===== src/rtl/llmint8_quantizer_arbiter.sv =====
// rtl/llmint8_quantizer_arbiter.sv - round-robin burst arbiter sharing one int8 quantizer between two requesters
// An in-order tag FIFO remembers each forwarded beat's owner so results can be steered back.
module llmint8_quantizer_arbiter #(
  parameter int IN_WIDTH       = 16,
  parameter int IN_SIZE        = 4,
  parameter int IN_PARALLELISM = 1,
  parameter int OUT_WIDTH      = 8,
  parameter int MAX_NUM_WIDTH  = 16,
  parameter int BURST_LEN      = 4,
  parameter int TAG_DEPTH      = 4
) (
  input  logic                                          clk,
  input  logic                                          rst,
  input  logic [IN_WIDTH*IN_PARALLELISM*IN_SIZE-1:0]    req0_data,
  input  logic                                          req0_valid,
  output logic                                          req0_ready,
  input  logic [IN_WIDTH*IN_PARALLELISM*IN_SIZE-1:0]    req1_data,
  input  logic                                          req1_valid,
  output logic                                          req1_ready,
  output logic [IN_WIDTH*IN_PARALLELISM*IN_SIZE-1:0]    q_data_in,
  output logic                                          q_data_in_valid,
  input  logic                                          q_data_in_ready,
  input  logic [OUT_WIDTH*IN_PARALLELISM*IN_SIZE-1:0]   q_data_out,
  input  logic [MAX_NUM_WIDTH-1:0]                      q_max_num,
  input  logic                                          q_data_out_valid,
  output logic                                          q_data_out_ready,
  output logic [OUT_WIDTH*IN_PARALLELISM*IN_SIZE-1:0]   resp0_data,
  output logic [MAX_NUM_WIDTH-1:0]                      resp0_max_num,
  output logic                                          resp0_valid,
  input  logic                                          resp0_ready,
  output logic [OUT_WIDTH*IN_PARALLELISM*IN_SIZE-1:0]   resp1_data,
  output logic [MAX_NUM_WIDTH-1:0]                      resp1_max_num,
  output logic                                          resp1_valid,
  input  logic                                          resp1_ready,
  output logic [1:0]                                    grant,
  output logic                                          busy
);

  localparam int BCW = $clog2(BURST_LEN + 1);
  localparam int PW  = (TAG_DEPTH > 1) ? $clog2(TAG_DEPTH) : 1;
  localparam int CW  = $clog2(TAG_DEPTH + 1);

  typedef enum logic [1:0] {IDLE, GRANT0, GRANT1} state_t;

  state_t         state, state_next;
  logic           rr_ptr, rr_next;
  logic [BCW-1:0] beat_cnt, cnt_next;
  logic           owner, sel_valid, push, pop;

  logic           tag_mem [TAG_DEPTH];
  logic [PW-1:0]  wr_ptr, rd_ptr;
  logic [CW-1:0]  tag_count;
  logic           tag_full, tag_empty, head_tag;

  assign tag_full  = (tag_count == CW'(TAG_DEPTH));
  assign tag_empty = (tag_count == '0);
  assign head_tag  = tag_mem[rd_ptr];

  always_ff @(posedge clk) begin
    if (rst) begin
      state    <= IDLE;
      rr_ptr   <= 1'b0;
      beat_cnt <= '0;
    end else begin
      state    <= state_next;
      rr_ptr   <= rr_next;
      beat_cnt <= cnt_next;
    end
  end

  always_comb begin
    state_next      = state;
    rr_next         = rr_ptr;
    cnt_next        = beat_cnt;
    owner           = 1'b0;
    sel_valid       = 1'b0;
    push            = 1'b0;
    q_data_in       = '0;
    q_data_in_valid = 1'b0;
    req0_ready      = 1'b0;
    req1_ready      = 1'b0;
    case (state)
      IDLE: begin
        if (req0_valid && req1_valid) state_next = rr_ptr ? GRANT1 : GRANT0;
        else if (req0_valid)          state_next = GRANT0;
        else if (req1_valid)          state_next = GRANT1;
      end
      GRANT0, GRANT1: begin
        owner           = (state == GRANT1);
        sel_valid       = owner ? req1_valid : req0_valid;
        q_data_in       = owner ? req1_data : req0_data;
        q_data_in_valid = sel_valid & ~tag_full;
        req0_ready      = ~owner & q_data_in_ready & ~tag_full;
        req1_ready      = owner & q_data_in_ready & ~tag_full;
        push            = q_data_in_valid & q_data_in_ready;
        // Release on a valid gap or on the burst-completing beat; always via IDLE.
        if (!sel_valid || (push && beat_cnt == BCW'(BURST_LEN - 1))) begin
          state_next = IDLE;
          cnt_next   = '0;
          rr_next    = ~owner;
        end else if (push) begin
          cnt_next = beat_cnt + 1'b1;
        end
      end
      default: state_next = IDLE;
    endcase
  end

  always_ff @(posedge clk) begin
    if (rst) begin
      wr_ptr    <= '0;
      rd_ptr    <= '0;
      tag_count <= '0;
    end else begin
      if (push) begin
        tag_mem[wr_ptr] <= owner;
        wr_ptr <= (wr_ptr == PW'(TAG_DEPTH - 1)) ? '0 : wr_ptr + 1'b1;
      end
      if (pop) rd_ptr <= (rd_ptr == PW'(TAG_DEPTH - 1)) ? '0 : rd_ptr + 1'b1;
      case ({push, pop})
        2'b10:   tag_count <= tag_count + 1'b1;
        2'b01:   tag_count <= tag_count - 1'b1;
        default: tag_count <= tag_count;
      endcase
    end
  end

  // Return path follows the FIFO head; nothing is accepted from the quantizer without a tag.
  assign resp0_valid      = q_data_out_valid & ~tag_empty & ~head_tag;
  assign resp1_valid      = q_data_out_valid & ~tag_empty & head_tag;
  assign q_data_out_ready = ~tag_empty & (head_tag ? resp1_ready : resp0_ready);
  assign pop              = q_data_out_valid & q_data_out_ready;
  assign resp0_data       = q_data_out;
  assign resp1_data       = q_data_out;
  assign resp0_max_num    = q_max_num;
  assign resp1_max_num    = q_max_num;

  assign grant = {state == GRANT1, state == GRANT0};
  assign busy  = (state != IDLE) | ~tag_empty;

  result_without_tag: assert property (@(posedge clk) disable iff (rst) !(q_data_out_valid && tag_empty));

endmodule


===== config.mk =====
export PLATFORM = sky130hd
export DESIGN_NAME = llmint8_quantizer_arbiter
export DESIGN_NICKNAME = d
export VERILOG_FILES = /design/src/rtl/llmint8_quantizer_arbiter.sv
export SDC_FILE = /design/constraint.sdc
export NUM_CORES = 1
export LEC_CHECK = 0
export BUFFER_PORTS_ARGS = -buffer_cell sky130_fd_sc_hd__buf_2
export CAP_MARGIN = 5
export CORE_AREA = 3 3 136 138
export CTS_CLUSTER_DIAMETER = 150
export DETAILED_ROUTE_END_ITERATION = 7
export DIE_AREA = 0 0 139 141
export PLACE_DENSITY_LB_ADDON = 0.08
export SLEW_MARGIN = 5
export SYNTH_ARGS = -nofsm -noshare
export SYNTH_HDL_FRONTEND = slang
export SYNTH_SLANG_ARGS = --single-unit
export TNS_END_PERCENT = 10

===== constraint.sdc =====
create_clock -name clk -period 2.83 [get_ports clk]
set_input_delay 0.283 -clock clk [delete_from_list [all_inputs] [get_ports clk]]
set_output_delay 0.283 -clock clk [all_outputs]
set_load 0.005 [all_outputs]

==> qor.csv <==
metric;value;unit
Area contributors post-synth;buf_4 (26%), mux2i_1 (24%), dfxtp_1 (11%), nor2_1 (10%), ha_1 (5.4%);
Num Clock Sinks;19;
total CTS buffers;3;
Req. time, crit path;3.02;ns
clock buffer depth;2;
CTS Hold Bufs;0;
R2R Path End;tag_count[2]$_SDFFE_PP0P_;
Main synth FF type;dfxtp_1;
routed wire length;10800;um
asr flop ratio synth;0;
Nets;653;
Placeable Area;17300;sq um
P_leak;1.67;nW
register area share after synthesis;0.150;
mux cell area share after synthesis;0.268;
hold_sp;rst;
Fin. Hold Viols;0;
port buffer count;208;
pwr dens;467;nW/um^2
antenna viol nets, final;0;
CP Depth;8;
GPL Wtd Cong;0.768;
CP max stage delay;0.56;ns
CP Max Fanout;4;
H-tree level count;1;
vias in the first global route;2770;
outcome;complete, no violations;
mapped cell area;2800;sq um
Hold Path Depth;2;
Clock Power Share;0.189;
synthesized flop and latch total;19;
clock transition at the registers of the reported paths;0.06;ns
Synth Instances;351;
# DRC;0;
Vias/cell;3.82;
worst clock skew;0.00292;ns
sw power;0.000667;W
Syn. warnings;0;
Worst Tran Pin Value;0.716;ns
Yosys top cell area share;0.260;
Buf/Inv on CP;1;
Root Buffer;clkbuf_16;
worst-skew pair later-pin latency;0.25;ns
layout cells sized above 1;0.503;
worst relative slew slack;0.523;
sequential power share;0.195;
Setup violations, final;0;
CP delay by family, top;multiplexers;
initial antenna violation count;0;
Post-CTS Resized;0;
fin crit share;0.911;
crit-path cells;mux4_2 > mux2i_4 > ha_1 > inv_1 > fa_1 > xor2_1 > or3_2 > a21oi_1;
DR vias;2597;
Setup Crit Path Kind;flip-flop to flip-flop;
Reg2Reg Launch Point;tag_mem[3]$_DFFE_PP_;
TNS Setup;0;ns
Peak Freq;388;MHz
Inserted Diodes;0;
largest net degree at the start of global routing;43;
width of the die;139;um
P_int;0.000945;W
power after layout;0.00161;W
Compound-Gate Fraction of Synth Area;0.0528;
# rows;48;
Syn-to-layout area delta;23.6;%
CP Data Arrival Time;2.77;ns
Critical Path Sink Type;flip-flop;
worst hold path endpoint;wr_ptr[1]$_SDFFE_PP0P_;
Die H;141;um
Setup Buffers After CTS;0;
switching fraction of total power;0.414;
Worst path slowest cell;mux4_2;
first-pass GRT wire length;16100;um
Pins Over Slew Limit;0;
Cell variety after synth;39;
Post-Syn Area per Cell;7.97;sq um
CTS tree;done;
Initial Util;0.162;
fin crit period;2.58;ns
DRT Pass-1 Iters;4;
cell taking the most area after synthesis;buf_4;
number of synthesized flops with an enable pin;4;
1st-iter DRT viols;75;
combinational share of power;0.616;
r2r worst-path depth;8;
boundary pin count;353;
Synth Area in Simple Gates;0.161;
hold crit path type;primary input to flip-flop;
R2R setup slack;0.25;ns
Critical Path Start Type;flip-flop;
Die ar.;19600;sq um
wire per inst;15.8;um
post-detail-place hpwl;9190;um
Syn Nets;548;
post-synthesis xor/xnor area fraction;0.00626;
fraction of the mapped netlist area in adder cells;0.0609;
VDD IR max;0.000195;V
unrepaired setup endpoints after global routing;no;
total global-route track usage;0.103;
main combinational cell family by area after synthesis;buffers and inverters;
grt total ovfl;0;
Max Cap Viol;0;
-- worst max path at each step --
stage                                      from                   endpoint  slack [ns]
final                      tag_mem[3]$_DFFE_PP_  tag_count[2]$_SDFFE_PP0P_        0.25
after global routing                  flip-flop  tag_count[2]$_SDFFE_PP0P_        0.09
after CTS                  tag_mem[3]$_DFFE_PP_  tag_count[2]$_SDFFE_PP0P_        0.13
after detailed placement   tag_mem[3]$_DFFE_PP_  tag_count[2]$_SDFFE_PP0P_        0.16
after global placement     tag_mem[3]$_DFFE_PP_  tag_count[2]$_SDFFE_PP0P_        0.17
after floorplan           state[0]$_SDFFE_PP0P_  tag_count[2]$_SDFFE_PP0P_        0.26
-- placed cells by master, fill, tap and decap left out, types with 2 or more instances in the layout --
cell,count
xor2_1,2
nand2b_1,2
and2_1,4
buf_2,208
a21oi_1,8
nor2_1,77
o311ai_0,2
dfxtp_1,15
or3b_1,2
clkbuf_16,3
o21ai_0,6
ha_1,11
mux2i_4,2
nand2_1,2
buf_4,5
or3_1,4
mux2i_1,68
inv_1,9
edfxtp_1,4
-- power groups by stage --
stage	Clock (W)	Sequential, W	Combinational [W]
2_1_floorplan	0	0.000314	0.000676
3_3_place_gp	0	0.000320	0.00103
3_5_place_dp	0	0.000320	0.00102
4_1_cts	0.000313	0.000314	0.00103
5_1_grt	0.000323	0.000318	0.00113
6_report	0.000304	0.000314	0.000994
-- per-stage QoR --
| step | hold WS, ns | cell area, sq um | std cells | setup WS (ns) | utilization |
|---|---|---|---|---|---|
| detailed placement | 0.471 | 3370 | 676 | 0.159 | 0.195 |
| global placement | 0.462 | 3370 | 676 | 0.172 | 0.195 |
| floorplan | 0.352 | 2800 | 351 | 0.262 | - |
| global route | 0.434 | 3460 | 680 | 0.0877 | 0.200 |
| finish | 0.400 | 3460 | 680 | 0.251 | 0.200 |
| CTS | 0.411 | 3450 | 680 | 0.133 | 0.199 |
-- kinds of logic after synthesis --
family | after synthesis
xor+xnor | 2
flops | 19
buf+inv | 123
fa+ha+maj | 13
simple gates | 101
compound gates | 21
mux | 72
-- synthesized netlist by cell type, types with 2 or more instances --
library cell  instances
o311ai_0              2
ha_1                 12
clkbuf_1              9
edfxtp_1              4
o21ai_0               6
buf_2                 6
a21oi_1               8
dfxtp_1              15
xor2_1                2
nand2_1               2
inv_1                10
mux2i_1              68
and2_1                4
nor2_1               77
buf_4                97
or3b_1                2
nand2b_1              2
or3_1                 4
-- layer usage --
metal / vias to the layer above / global-route usage / wire length, um
met5: - / 0.0251 / 69
met4: 2 / 0.0165 / 121
met3: 8 / 0.0499 / 1210
met2: 176 / 0.183 / 5470
met1: 1136 / 0.111 / 3910
li1: 1275 / - / -
-- cell type report --
cell class                 count  area [sq um]
inverter                      10          37.5
multi-input combinational    209          1560
sequential                    19           420
tap                          225           282
clock inverter                 1          7.51
clock buffer                   3          75.1
fill                        1993         13800
timing repair buffer         213          1080
Power figures use the tool's default switching activity.
